--- src/rtl/quad_counter_pkg.sv ---
// ============================================================================
// quad_counter_pkg : shared types, constants and Gray step decode for the
//                    quadrature encoder channel front end.
// Revision: 1.0
// ============================================================================
`default_nettype none

package quad_counter_pkg;

  localparam int FC_W       = 3;
  localparam int DEF_FILTER = 4;
  localparam bit DEF_FULL   = 1'b0;
  localparam int DEF_CW     = 10;

  typedef struct packed {
    logic illegal;
    logic dir;      // 1 = count up
    logic step;
  } step_t;

  // Gray phase 00,01,11,10 maps to ordinal 0,1,2,3; the ordinal delta
  // between samples gives direction, and a delta of two is a lost phase.
  function automatic step_t gray_step(input logic [1:0] p, input logic [1:0] f);
    logic [1:0] w_pi;
    logic [1:0] w_fi;
    logic [1:0] w_d;
    step_t      w_r;
    w_pi = {p[1], p[1] ^ p[0]};
    w_fi = {f[1], f[1] ^ f[0]};
    w_d  = w_fi - w_pi;
    w_r  = '0;
    case (w_d)
      2'd1:    begin w_r.step = 1'b1; w_r.dir = 1'b1; end
      2'd3:    begin w_r.step = 1'b1; w_r.dir = 1'b0; end
      2'd2:    w_r.illegal = 1'b1;
      default: w_r = '0;
    endcase
    return w_r;
  endfunction

endpackage

`default_nettype wire

--- src/rtl/quad_counter_noise_filter.sv ---
// ============================================================================
// noise_filter : two-flop synchronizer followed by a consecutive-sample
//                stability filter on one quadrature phase pair.
// Revision: 1.0
// ============================================================================
`default_nettype none

module noise_filter
  import quad_counter_pkg::*;
#(
  parameter int FILTER = DEF_FILTER
) (
  input  logic       clk,
  input  logic       rst,
  input  logic [1:0] in,
  output logic [1:0] out
);

  logic [1:0] r_s1;
  logic [1:0] r_s2;

  always_ff @(posedge clk or negedge rst) begin
    if (!rst) begin
      r_s1 <= 2'b00;
      r_s2 <= 2'b00;
    end else begin
      r_s1 <= in;
      r_s2 <= r_s1;
    end
  end

  generate
    if (FILTER > 1) begin : g_filter
      localparam logic [FC_W-1:0] C_LAST = FC_W'(FILTER - 1);
      localparam logic [FC_W-1:0] C_ONE  = FC_W'(1);

      logic [1:0]      r_s3;
      logic [1:0]      r_f;
      logic [FC_W-1:0] r_fc;
      logic            w_differs;
      logic            w_moved;

      assign w_differs = (r_s2 != r_f);
      // A new candidate value restarts the stability count.
      assign w_moved   = (r_s2 != r_s3) && (r_fc != '0);

      always_ff @(posedge clk or negedge rst) begin
        if (!rst) begin
          r_s3 <= 2'b00;
          r_f  <= 2'b00;
          r_fc <= '0;
        end else begin
          r_s3 <= r_s2;
          if (!w_differs || w_moved) begin
            r_fc <= '0;
          end else if (r_fc == C_LAST) begin
            r_f  <= r_s2;
            r_fc <= '0;
          end else if (r_fc != '1) begin
            r_fc <= r_fc + C_ONE;
          end
        end
      end

      assign out = r_f;
    end else begin : g_bypass
      logic [1:0] r_f;

      always_ff @(posedge clk or negedge rst) begin
        if (!rst) begin
          r_f <= 2'b00;
        end else begin
          r_f <= r_s2;
        end
      end

      assign out = r_f;
    end
  endgenerate

endmodule

`default_nettype wire

--- src/rtl/quad_counter.sv ---
// ============================================================================
// quad_counter : one encoder channel - filtered phase input, Gray decode,
//                wrapping up/down position count and sticky error flag.
// Revision: 1.0
// ============================================================================
`default_nettype none

module quad_counter
  import quad_counter_pkg::*;
#(
  parameter int FILTER = DEF_FILTER,
  parameter bit FULL   = DEF_FULL,
  parameter int CW     = DEF_CW
) (
  input  logic       clk,
  input  logic       rst,
  input  logic [1:0] q,
  input  logic       clr,
  output logic [7:0] count,
  output logic       err
);

  localparam logic [CW-1:0] C_ONE = CW'(1);

  logic [1:0]    w_f;
  logic [1:0]    r_p;
  logic [CW-1:0] r_pos;
  logic [CW-1:0] w_pos_nxt;
  logic          r_err;
  logic          w_err_nxt;
  logic [7:0]    r_count;
  logic [7:0]    w_count_nxt;
  step_t         w_step;

  noise_filter #(
    .FILTER (FILTER)
  ) u_filter (
    .clk (clk),
    .rst (rst),
    .in  (q),
    .out (w_f)
  );

  assign w_step = gray_step(r_p, w_f);

  // clr wins over any decode result in the same cycle.
  always_comb begin
    w_pos_nxt = r_pos;
    w_err_nxt = r_err;
    if (clr) begin
      w_pos_nxt = '0;
      w_err_nxt = 1'b0;
    end else if (w_step.illegal) begin
      w_err_nxt = 1'b1;
    end else if (w_step.step) begin
      w_pos_nxt = w_step.dir ? (r_pos + C_ONE) : (r_pos - C_ONE);
    end
  end

  generate
    if (FULL) begin : g_full
      assign w_count_nxt = w_pos_nxt[7:0];
    end else begin : g_coarse
      assign w_count_nxt = w_pos_nxt[9:2];
    end
  endgenerate

  always_ff @(posedge clk or negedge rst) begin
    if (!rst) begin
      r_p     <= 2'b00;
      r_pos   <= '0;
      r_err   <= 1'b0;
      r_count <= 8'h00;
    end else begin
      r_p     <= w_f;
      r_pos   <= w_pos_nxt;
      r_err   <= w_err_nxt;
      r_count <= w_count_nxt;
    end
  end

  assign count = r_count;
  assign err   = r_err;

endmodule

`default_nettype wire

--- config.mk ---
export PLATFORM = sky130hd
export DESIGN_NAME = quad_counter
export DESIGN_NICKNAME = d
export VERILOG_FILES = /design/src/rtl/quad_counter_pkg.sv /design/src/rtl/quad_counter_noise_filter.sv /design/src/rtl/quad_counter.sv
export SDC_FILE = /design/constraint.sdc
export NUM_CORES = 1
export LEC_CHECK = 0
export ABC_AREA = 1
export CORE_MARGIN = 1
export CORE_UTILIZATION = 46
export CTS_BUF_LIST = sky130_fd_sc_hd__clkbuf_4 sky130_fd_sc_hd__clkbuf_8
export CTS_CLUSTER_DIAMETER = 200
export CTS_CLUSTER_SIZE = 10
export DETAILED_ROUTE_END_ITERATION = 6
export GPL_TIMING_DRIVEN = 0
export PLACE_DENSITY_LB_ADDON = 0.2
export SLEW_MARGIN = 40
export SYNTH_ARGS = -nofsm -noshare
export SYNTH_HDL_FRONTEND = slang
export SYNTH_HIERARCHICAL = 1
export SYNTH_SLANG_ARGS = --single-unit
--- constraint.sdc ---
create_clock -name clk -period 3.4 [get_ports clk]
set_input_delay 0.51 -clock clk [delete_from_list [all_inputs] [get_ports clk]]
set_output_delay 0.51 -clock clk [all_outputs]
set_load 0.1 [all_outputs]
## Word-level counts from Yosys, hierarchy flattened

Index checks and enable logic that the tools add are counted.

- Bits in registers: 24
- Bits of input ports: 5
- Output and inout bits: 9
- Logic and storage cells: 44

- $add $sub $neg: 4
- Eq/ne operators: 8
- Mux-type cells: 11
- Bitwise logic cells: 3
- Reductions and logical operators: 9

Operators with widths:

| operator | count |
|---|---|
| $mux 10 | 4 |
| $add 10x1->10 const B | 1 |
| $sub 10x1->10 const B | 1 |
| $mux 3 | 3 |
| $reduce_bool 3->1 | 2 |
| $eq 2x2->1 const B | 2 |
| $ne 2x2->1 | 2 |
| $pmux 2 s2 | 1 |
| $reduce_and 2->1 | 2 |
| $reduce_bool 2->1 | 2 |
| $add 3x1->3 const B | 1 |
| $eq 3x2->1 const B | 1 |
| $mux 1 | 3 |
| $ne 3x3->1 const B | 1 |
| $eq 2x1->1 const B | 1 |
| $ne 2x2->1 const B | 1 |
| $sub 2x2->2 | 1 |
| $xor 1x1->1 | 2 |
| $logic_and 1x1->1 | 1 |
| $logic_not 1->1 | 1 |
| $logic_or 1x1->1 | 1 |
| $not 1->1 | 1 |

## Logic depth before layout (Yosys ltp)

Gate-level depths: netlist of the first run.

- Depth after elaboration: 8
- Mapped depth: 16
- Gate-level depth less buffers: 16

## Cells and area by module

The synthesis of the first run kept the hierarchy.

Modules (own cells, without submodules):

| module | instances | cells each | area each (µm²) | seq. area each (µm²) |
|---|---|---|---|---|
| quad_counter | 1 | 143 | 1,066.0 | 325.3 |
| noise_filter | 1 | 41 | 464.2 | 275.3 |

## Worst setup path before layout of the first run

OpenSTA, ideal clock, no wires.

- Path type: register to register
- Start: reg u_filter.g_filter.r_f[1] (netlist: u_filter/out[1])
- End: reg r_pos[6]
- Library setup time: 117 ps
- Arrival time: 2,274 ps
- Data required time: 3,283 ps
- Path slack: 1,009 ps
- Stages on the path, launching flop included: 13
- Buffers on the path: 0
- Period minus slack after synthesis: 2,391 ps
- Cells stage by stage: dfrtp_1 -> xnor2_1 -> ha_1 -> inv_1 -> nand3_2 -> fa_1 -> nand3_1 -> nand3_1 -> nand2_1 -> nand2_1 -> or2_1 -> nand3_1 -> nand2_1

- Word-level cells in the longest chain between the ends: 8
- Elaborated cells between the ends (all ways): 14
- Classes of those cells: 1 x add/sub; 4 x eq/ne; 6 x mux; 1 x bitwise; 2 x reduce/logical

Ends and longest elaborated chain:

| item | line | text |
|---|---|---|
| start, declared | quad_counter_noise_filter.sv:38 | `logic [1:0] r_f;` |
| start signal, assigned | quad_counter_noise_filter.sv:57 | `r_f <= r_s2;` |
| $xor 1x1->1 | quad_counter_pkg.sv:29 | `w_fi = {f[1], f[1] ^ f[0]};` |
| $sub 2x2->2 * | quad_counter_pkg.sv:30 | `w_d = w_fi - w_pi;` |
| $eq 2x2->1 / $eq 2x1->1 (equally long branches) | quad_counter_pkg.sv:32 | `case (w_d)` |
| $pmux 2 s2 | quad_counter_pkg.sv:32 |  |
| $mux 10 | quad_counter.sv:56 | `w_pos_nxt = w_step.dir ? (r_pos + C_ONE) : (r_pos - C_ONE);` |
| $mux 10 | quad_counter.sv:55 | `end else if (w_step.step) begin` |
| $mux 10 | quad_counter.sv:53 | `end else if (w_step.illegal) begin` |
| $mux 10 | quad_counter.sv:50 | `if (clr) begin` |
| end signal, assigned | quad_counter.sv:76 | `r_pos <= w_pos_nxt;` |
| end, declared | quad_counter.sv:27 | `logic [CW-1:0] r_pos;` |

Mark *: on every way between the ends. The rest lies on a longest branch, timed or not. The select of a mux whose other input is x is not followed.
A chain may end at the register's enable or synchronous reset.

## Worst setup path in the final report of the first run

Ends and elaborated chain as after synthesis.

==> summary.md, run 1 <==
| Metric | Value |
|---|---|
| Status | complete, no violations |
| Number of synthesized flops with an enable pin | 0 |
| Antenna violations before repair | 0 |
| Synthesis Warnings | 6 |
| Detailed placement HPWL | 2030 um |
| Top cell type's share of synthesized area | 0.392 |
| Post-Synth Simple-Gate Area | 0.304 |
| Buffer and inverter count on the worst path | 1 |
| Final Util | 0.554 |
| Setup TNS | 0 ns |
| Seq/Total Area, Yosys | 0.392 |
| Drt first pass iters | 4 |
| Synth Instances | 184 |
| CTS resizes | 0 |
| Largest area contributor in the netlist | dfrtp_1 |
| Core Area | 0.00310 mm^2 |
| Total track usage | 0.175 |
| Total clock sinks | 24 |
| Post-route DRC | 0 |
| Slew @ Worst Pin | 0.537 ns |
| Setup crit start kind | flip-flop |
| Synth-to-Final Area Change | 12.3% |
| Top cells by area, synth | dfrtp_1 39%, nand2_1 13%, ha_1 9.0% |
| H-tree Lvls | 1 |
| Die Y | 59.7 um |
| Clk buf depth | 2 |
| R2R Path End | r_pos[6] |
| Critical-path maximum fanout | 10 |
| Main combinational cell family by area after synthesis | simple AND/OR/NAND/NOR gates |
| Post-synthesis mux area share | 0 |
| # Max-Cap Violations | 0 |
| Pre-CTS setup slack | 0.703 ns |
| Library cells used by synthesis | 26 |
| GRT met2 Usage | 0.263 |
| Global route overflow | 0 |
| Most frequent cell after synthesis | nand2_1 |
| Final Max Slew Viols | 0 |
| Root Driver | clkbuf_4 |
| Ratio of cells with drive above 1 in the final layout | 0.219 |
| Initial DRC count | 61 |
| Worst skew pair latency | 0.31 ns |
| Final worst path period need | 2.70 ns |
| Vias in the first global route | 1087 |
| Mapped cell area | 0.00153 mm^2 |
| Met1 Usage GRT | 0.245 |
| Cell Chain, Critical Path | xnor2_1 -> ha_1 -> inv_1 -> nand3_2 -> fa_1 -> nand3_1 -> nand3_1 -> nand2_1 -> nand2_1 -> or2_1 -> nand3_1 -> nand2_1 |
| Post-Synth XOR/XNOR Area | 0.0458 |
| Avg Synthesized Cell Area | 8.32 um^2 |
| R2R Path Start | u_filter/out[1] |
| Post-route ant nets | 0 |
| R2R setup slack | 0.70 ns |
| Highest clock rate | 370 MHz |
| Area of the die | 0.00356 mm^2 |
| Busiest layer in global routing | met2 |
| Levels on crit path | 12 |
| #FFs+latches synth | 24 |
| Hold Crit Class | in2async |
| Worst Path Arrival | 2.93 ns |
| CTS tree | built |
| Crit-path max cell delay | 0.51 ns |
| Fin nets | 219 |
| Period utilization | 0.796 |
| First-pass GRT wire length | 4670 um |
| Final Skew | 0.00112 ns |
| Kind of critical path | reg2reg |
| Asr flop ratio synth | 1.00 |
| Fill count | 301 |
| Crit path from | u_filter/out[1] |
| Worst Reg-to-Reg Cells | 12 |
| Routed vias | 1226 |
| Final setup viols | 0 |
| Buffers on Ports | 13 |
| I/O pin cnt | 14 |
| Relative slew margins | 0.642 |
| Top FF cell, synth | dfrtp_1 |
| Die W | 59.7 um |
| Post-synth top cells | 53 x nand2_1, 24 x dfrtp_1, 15 x inv_1, 15 x nand3_1, 11 x ha_1 |
| Worst Path Required | 3.62 ns |
| # rows | 20 |
| Largest net degree at the start of global routing | 25 |
| Antenna cells | 0 |
| Final Worst Setup Slack | 0.695 ns |
| Number of CTS-inserted buffers | 3 |
| Post-CTS setup buffer count | 0 |
| CP delay by family, top | simple AND/OR/NAND/NOR gates |
| CP max stage cell | dfrtp_1 |
| Syn Nets | 201 |
| Avg WL per Cell | 11.0 um |
| Initial Utilization | 0.493 |
| Setup crit end | r_pos[6] |
| Hold buffers post-CTS | 0 |
| Post-Synth Adder-Cell Area | 0.103 |
| RePlAce Congestion | 0.809 |
| M3 GR Usage | 0.0260 |
| Drt via density | 5.00 |
| Clk slew on worst S/H paths | 0.13 ns |
| Final wirelength | 2710 um |
| RSZ-0062 raised after global routing | no |
| Final Hold Fails | 0 |
| CP endpoint kind | flip-flop |
| Synth Area in Compound Gates | 0.0613 |
## worst min path at each step
stage / slack (ns) / end
6_report: 0.15 / r_p[1]
4_1_cts: 0.16 / err
3_3_place_gp: 0.33 / u_filter/r_s2[1]
5_1_grt: 0.18 / r_p[1]
3_5_place_dp: 0.34 / u_filter/r_s2[0]
2_1_floorplan: 0.21 / err
## registers in the layout, indices dropped and copies added, names as in the netlist
signal and cells:
err 1, r_p 2, r_pos 10, u_filter/g_filter.r_fc 3, u_filter/g_filter.r_s3 2, u_filter/out 2
u_filter/r_s1 2, u_filter/r_s2 2
## logic make-up (layout without fill, tap and decap cells)
kind of cell	Yosys count	in the layout
simple gates	96	96
buf+inv	28	45
flops	24	24
compound gates	16	16
fa+ha+maj	12	12
xor+xnor	8	8
## metal layers
metal  routed length, um  part of all wire  vias up
li1                    -                 -      623
met1                1350              0.50      571
met2                1200              0.44       26
met3                 104             0.038        6
met4                  54             0.020        0
met5                   0                 0        -
## per-stage QoR
stage	cell area (um^2)	hold slack [ns]	instances
final	1720	0.153	245
after global routing	1720	0.181	245
after CTS	1720	0.162	245
after detailed placement	1670	0.339	241
after global placement	1720	0.334	241
after floorplan	1530	0.214	184
## final cells by class
class | instances | area, um^2 | area share
clock buffers | 3 | 22.5 | 0.0131
clock inverters | 1 | 30.0 | 0.0175
multi-input cells | 132 | 787 | 0.458
plain buffers | 9 | 71.3 | 0.0415
well taps | 44 | 55.1 | 0.0320
repair buffers | 13 | 80.1 | 0.0466
flip-flops and latches | 24 | 601 | 0.350
inverters | 19 | 71.3 | 0.0415
## cell usage in the layout, fill, tap and decap left out
master,synthesis,routed
nand2_2,8,8
inv_2,4,4
a21oi_1,6,6
o21ai_0,5,5
ha_1,11,11
buf_4,8,8
nand2_1,53,53
a22o_1,1,1
bufinv_16,0,1
xnor2_1,7,7
clkdlybuf4s50_1,0,3
dfrtp_1,24,24
a21oi_2,2,2
inv_1,15,15
xor2_1,1,1
fa_1,1,1
nor2_2,1,1
nand2_4,1,1
or2_1,1,1
nand3_2,3,3
o21a_1,1,1
nor2_4,2,2
o21ai_1,1,1
nand3b_1,2,2
nand3_1,15,15
nand4_1,5,5
buf_2,0,10
clkbuf_4,0,3
nor2_1,5,5
buf_6,1,1
Power of run 1 is left out: the tool's default activity adds up to more than one toggle a clock period on the data nets, which glitch-free logic cannot reach.
==> run 2, diff against run 1 <==
==> constraint.sdc (replaced) <==
create_clock -name clk -period 2.8 [get_ports clk]
set_input_delay 0.42 -clock clk [delete_from_list [all_inputs] [get_ports clk]]
set_output_delay 0.42 -clock clk [all_outputs]
set_load 0.1 [all_outputs]
==> summary.md, run 2 (same netlist as run 1, synthesis figures left out) <==
| Metric | Value |
|---|---|
| # rows | 20 |
| Worst skew pair latency | 0.31 ns |
| Initial DRC count | 67 |
| Post-CTS setup buffer count | 0 |
| Post-route ant nets | 0 |
| Number of CTS-inserted buffers | 3 |
| Final setup viols | 0 |
| Critical-path maximum fanout | 10 |
| Synth-to-Final Area Change | 12.8% |
| Worst Path Required | 3.02 ns |
| Final Max Slew Viols | 0 |
| CTS tree | built |
| Commonest non-fill, non-tap cell in the layout | nand2_1 |
| Fin nets | 219 |
| Buffers on Ports | 13 |
| Highest clock rate | 386 MHz |
| Hold Crit Class | in2async |
| Final worst path period need | 2.59 ns |
| Setup TNS | 0 ns |
| Biggest regs | r_pos: 10 flops, u_filter/g_filter.r_fc: 3 flops |
| Core Area | 0.00310 mm^2 |
| Period utilization | 0.926 |
| Drt via density | 5.03 |
| Die Y | 59.7 um |
| Routed vias | 1233 |
| Most frequent cells in the layout | 53 x nand2_1, 23 x dfrtp_1, 15 x inv_1, 15 x nand3_1, 11 x ha_1 |
| Ratio of cells with drive above 1 in the final layout | 0.224 |
| # Max-Cap Violations | 0 |
| Total track usage | 0.175 |
| Hold Slack | 0.0640 ns |
| Setup crit start kind | flip-flop |
| Slew @ Worst Pin | 0.534 ns |
| Largest net degree at the start of global routing | 25 |
| RSZ-0062 raised after global routing | no |
| Final Hold Fails | 0 |
| Hold buffers post-CTS | 0 |
| Crit-path max cell delay | 0.49 ns |
| Kind of critical path | reg2reg |
| Final wirelength | 2740 um |
| CP endpoint kind | flip-flop |
| Drt first pass iters | 4 |
| Avg WL per Cell | 11.2 um |
| Antenna cells | 0 |
| Top reg by flops | r_pos |
| Final Skew | 0.00248 ns |
| Global route overflow | 0 |
| Status | complete, no violations |
| CP delay by family, top | simple AND/OR/NAND/NOR gates |
| Buffer and inverter count on the worst path | 1 |
| RePlAce Congestion | 0.809 |
| Detailed placement HPWL | 2030 um |
| Area of the die | 0.00356 mm^2 |
| Root Driver | clkbuf_4 |
| First-pass GRT wire length | 4670 um |
| H-tree Lvls | 1 |
| Clk slew on worst S/H paths | 0.14 ns |
| CTS resizes | 0 |
| Die W | 59.7 um |
| Max reg flops | 10 |
| Cell Chain, Critical Path | xnor2_1 -> ha_1 -> inv_1 -> nand3_4 -> fa_1 -> nand3_1 -> nand3_1 -> nand2_1 -> nand2_1 -> or2_1 -> nand3_1 -> nand2_1 |
| Post-route DRC | 0 |
| Antenna violations before repair | 0 |
| CP max stage cell | dfrtp_2 |
| Relative slew margins | 0.644 |
| Vias in the first global route | 1087 |
| Worst Path Arrival | 2.82 ns |
| Final Util | 0.556 |
| I/O pin cnt | 14 |
| Initial Utilization | 0.493 |
| Total clock sinks | 24 |
| Clk buf depth | 2 |
[run 2: cell count changes in the layout (fill, tap and decap cells not counted)]
cell / before / now
nand3_4: 0 / 1
dfrtp_2: 0 / 1
nand3_2: 3 / 2
dfrtp_1: 24 / 23
[run 2: cell type report]
class	count	area (um^2)
buffer	9	71.3
clock inverter	1	30.0
timing repair buffer	13	80.1
inverter	19	71.3
sequential	24	602
fill	300	1380
multi-input combinational	132	795
clock buffer	3	22.5
tap	44	55.1
[run 2: per-layer routing]
| metal | vias up | GRT usage | routed length (um) |
|---|---|---|---|
| met3 | 6 | 0.0260 | 96 |
| met4 | 0 | 0.0864 | 56 |
| met5 | - | 0 | 0 |
| met2 | 28 | 0.263 | 1250 |
| met1 | 576 | 0.245 | 1340 |
| li1 | 623 | - | - |
[run 2: worst register-to-register path: cells and delay by family, from the launching register on]
family / cells / cell delay, ns
flip-flops: 1 / 0.49
AND/OR/NAND/NOR: 8 / 0.90
buffers and inverters: 1 / 0.16
XOR/XNOR: 1 / 0.15
adder cells (fa/ha/maj): 2 / 0.79
[run 2: worst paths after layout]
kind / slack (ns) / end / cells past startpoint / from
worst max register to register: 0.21 / r_pos[6] / 12 / u_filter/out[1]
max in group asynchronous: 2.36 / u_filter/out[1] / 1 / rst
worst min-delay path: 0.06 / r_p[1] / 1 / rst
worst min register to register: 0.37 / u_filter/r_s2[0] / 0 / u_filter/r_s1[0]
min in group clk: 0.37 / u_filter/r_s2[0] / 0 / u_filter/r_s1[0]
worst max-delay path: 0.21 / r_pos[6] / 12 / u_filter/out[1]
[run 2: per-stage QoR]
stage | std cells | setup WS [ns] | cell area (um^2)
detailed placement | 241 | 0.103 | 1670
global placement | 241 | 0.150 | 1720
CTS | 245 | 0.0950 | 1720
floorplan | 184 | 0.409 | 1530
global route | 245 | 0.00921 | 1730
finish | 245 | 0.208 | 1730
Power of run 2 is left out for the same reason.
==> run 3, diff against run 2 <==
--- a/config.mk
+++ b/config.mk
@@ -13,7 +13,8 @@
 export CTS_CLUSTER_SIZE = 10
 export DETAILED_ROUTE_END_ITERATION = 6
 export GPL_TIMING_DRIVEN = 0
-export PLACE_DENSITY_LB_ADDON = 0.2
+export PLACE_DENSITY = 0.71
+export SKIP_CTS_REPAIR_TIMING = 1
 export SLEW_MARGIN = 40
 export SYNTH_ARGS = -nofsm -noshare
 export SYNTH_HDL_FRONTEND = slang
==> summary.md, run 3 (same netlist as run 1, synthesis figures left out) <==
| Metric | Value |
|---|---|
| RSZ-0062 raised after global routing | no |
| Fin nets | 219 |
| Final setup viols | 0 |
| Post-route DRC | 0 |
| Setup crit start kind | flip-flop |
| Crit path from | u_filter/out[1] |
| # rows | 20 |
| Metal-1 WL | 1310 um |
| Top reg by flops | r_pos |
| Clk buf depth | 2 |
| Post-route ant nets | 0 |
| Initial DRC count | 79 |
| Largest net degree at the start of global routing | 25 |
| Buffer and inverter count on the worst path | 1 |
| Hold Crit Class | in2async |
| Antenna cells | 0 |
| Most frequent cells in the layout | 53 x nand2_1, 23 x dfrtp_1, 15 x inv_1, 15 x nand3_1, 11 x ha_1 |
| CP delay by family, top | simple AND/OR/NAND/NOR gates |
| CP endpoint kind | flip-flop |
| Biggest regs | r_pos: 10 flops, u_filter/g_filter.r_fc: 3 flops |
| Buffers on Ports | 13 |
| Placed insts | 241 |
| Final worst path period need | 2.58 ns |
| Cell Chain, Critical Path | xnor2_1 -> ha_1 -> inv_1 -> nand3_4 -> fa_1 -> nand3_1 -> nand3_1 -> nand2_1 -> nand2_1 -> or2_1 -> nand3_1 -> nand2_1 |
| Fill count | 296 |
| Setup TNS | 0 ns |
| Avg WL per Cell | 11.1 um |
| Final std cells w/o fill | 245 |
| R2R Path End | r_pos[6] |
| Final Max Slew Viols | 0 |
| Relative slew margins | 0.645 |
| RePlAce Congestion | 0.846 |
| Final Skew | 0.00725 ns |
| # Max-Cap Violations | 0 |
| Total track usage | 0.170 |
| Routed vias | 1222 |
| First-pass GRT wire length | 4570 um |
| Design Area, Final | 0.00173 mm^2 |
| Kind of critical path | reg2reg |
| Detailed placement HPWL | 2060 um |
| Drt via density | 4.99 |
| Slew @ Worst Pin | 0.532 ns |
| Critical-path maximum fanout | 10 |
| Core Area | 0.00310 mm^2 |
| Clk slew on worst S/H paths | 0.14 ns |
| Synth-to-Final Area Change | 12.8% |
| Highest clock rate | 387 MHz |
| Worst Path Arrival | 2.81 ns |
| Final wirelength | 2720 um |
| I/O pin cnt | 14 |
| Final Hold Fails | 0 |
| Total clock sinks | 24 |
| R2R setup slack | 0.22 ns |
| Die Y | 59.7 um |
| Worst Reg-to-Reg Cells | 12 |
| DR WL met3 | 85 um |
| Vias in the first global route | 1095 |
| Worst skew pair latency | 0.32 ns |
| R2R Path Start | u_filter/out[1] |
| Die W | 59.7 um |
| Number of CTS-inserted buffers | 3 |
| Drt first pass iters | 6 |
| Commonest non-fill, non-tap cell in the layout | nand2_1 |
| Top Layer Used | met4 |
| CP max stage cell | dfrtp_2 |
| H-tree Lvls | 1 |
| Period utilization | 0.923 |
| Met2 routed WL | 1290 um |
| CTS tree | built |
| Ratio of cells with drive above 1 in the final layout | 0.224 |
| Worst Path Required | 3.03 ns |
| Antenna violations before repair | 0 |
| Crit-path max cell delay | 0.49 ns |
| Root Driver | clkbuf_4 |
| Status | complete, no violations |
| Global route overflow | 0 |
| Area of the die | 0.00356 mm^2 |
| Max reg flops | 10 |
| Area post-placement | 0.00167 mm^2 |
| Initial Utilization | 0.493 |
run 3: cell counts in the layout (fill, tap and decap cells not counted):
No cell type changed its count.
run 3: through the flow:
stage	hold WS [ns]	utilization	setup slack [ns]
detailed placement	0.336	0.537	0.111
CTS	0.0760	0.554	0.0782
global placement	0.332	0.553	0.151
floorplan	0.124	-	0.409
global route	0.0901	0.556	0.0158
finish	0.0528	0.556	0.216
run 3: final cells by class:
| cell class | count | area (um^2) | area share |
|---|---|---|---|
| Multi-Input combinational cell | 132 | 795 | 0.460 |
| Sequential cell | 24 | 602 | 0.349 |
| Timing Repair Buffer | 13 | 80.1 | 0.0464 |
| Buffer | 9 | 71.3 | 0.0413 |
| Inverter | 19 | 71.3 | 0.0413 |
| Tap cell | 44 | 55.1 | 0.0319 |
| Clock inverter | 1 | 30.0 | 0.0174 |
| Clock buffer | 3 | 22.5 | 0.0130 |
run 3: how the worst max path moves through the flow:
stage               endpoint  slack (ns)  depth (start not counted)
floorplan           r_pos[6]        0.41                         12
global placement    r_pos[6]        0.15                         12
detailed placement  r_pos[6]        0.11                         12
CTS                 r_pos[6]        0.08                         12
global route        r_pos[6]        0.02                         12
finish              r_pos[6]        0.22                         12
run 3: per-layer routing:
metal | vias up | GRT usage
met5 | - | 0
met4 | 0 | 0.0731
met3 | 4 | 0.0216
met2 | 22 | 0.270
met1 | 574 | 0.232
li1 | 622 | -
run 3: worst register-to-register path: cells and delay by family, from the launching register on:
family        cells  cell delay [ns]
xor+xnor          1             0.15
flops             1             0.49
fa+ha+maj         2             0.80
simple gates      8             0.91
buf+inv           1             0.15
Power of run 3 is left out for the same reason.
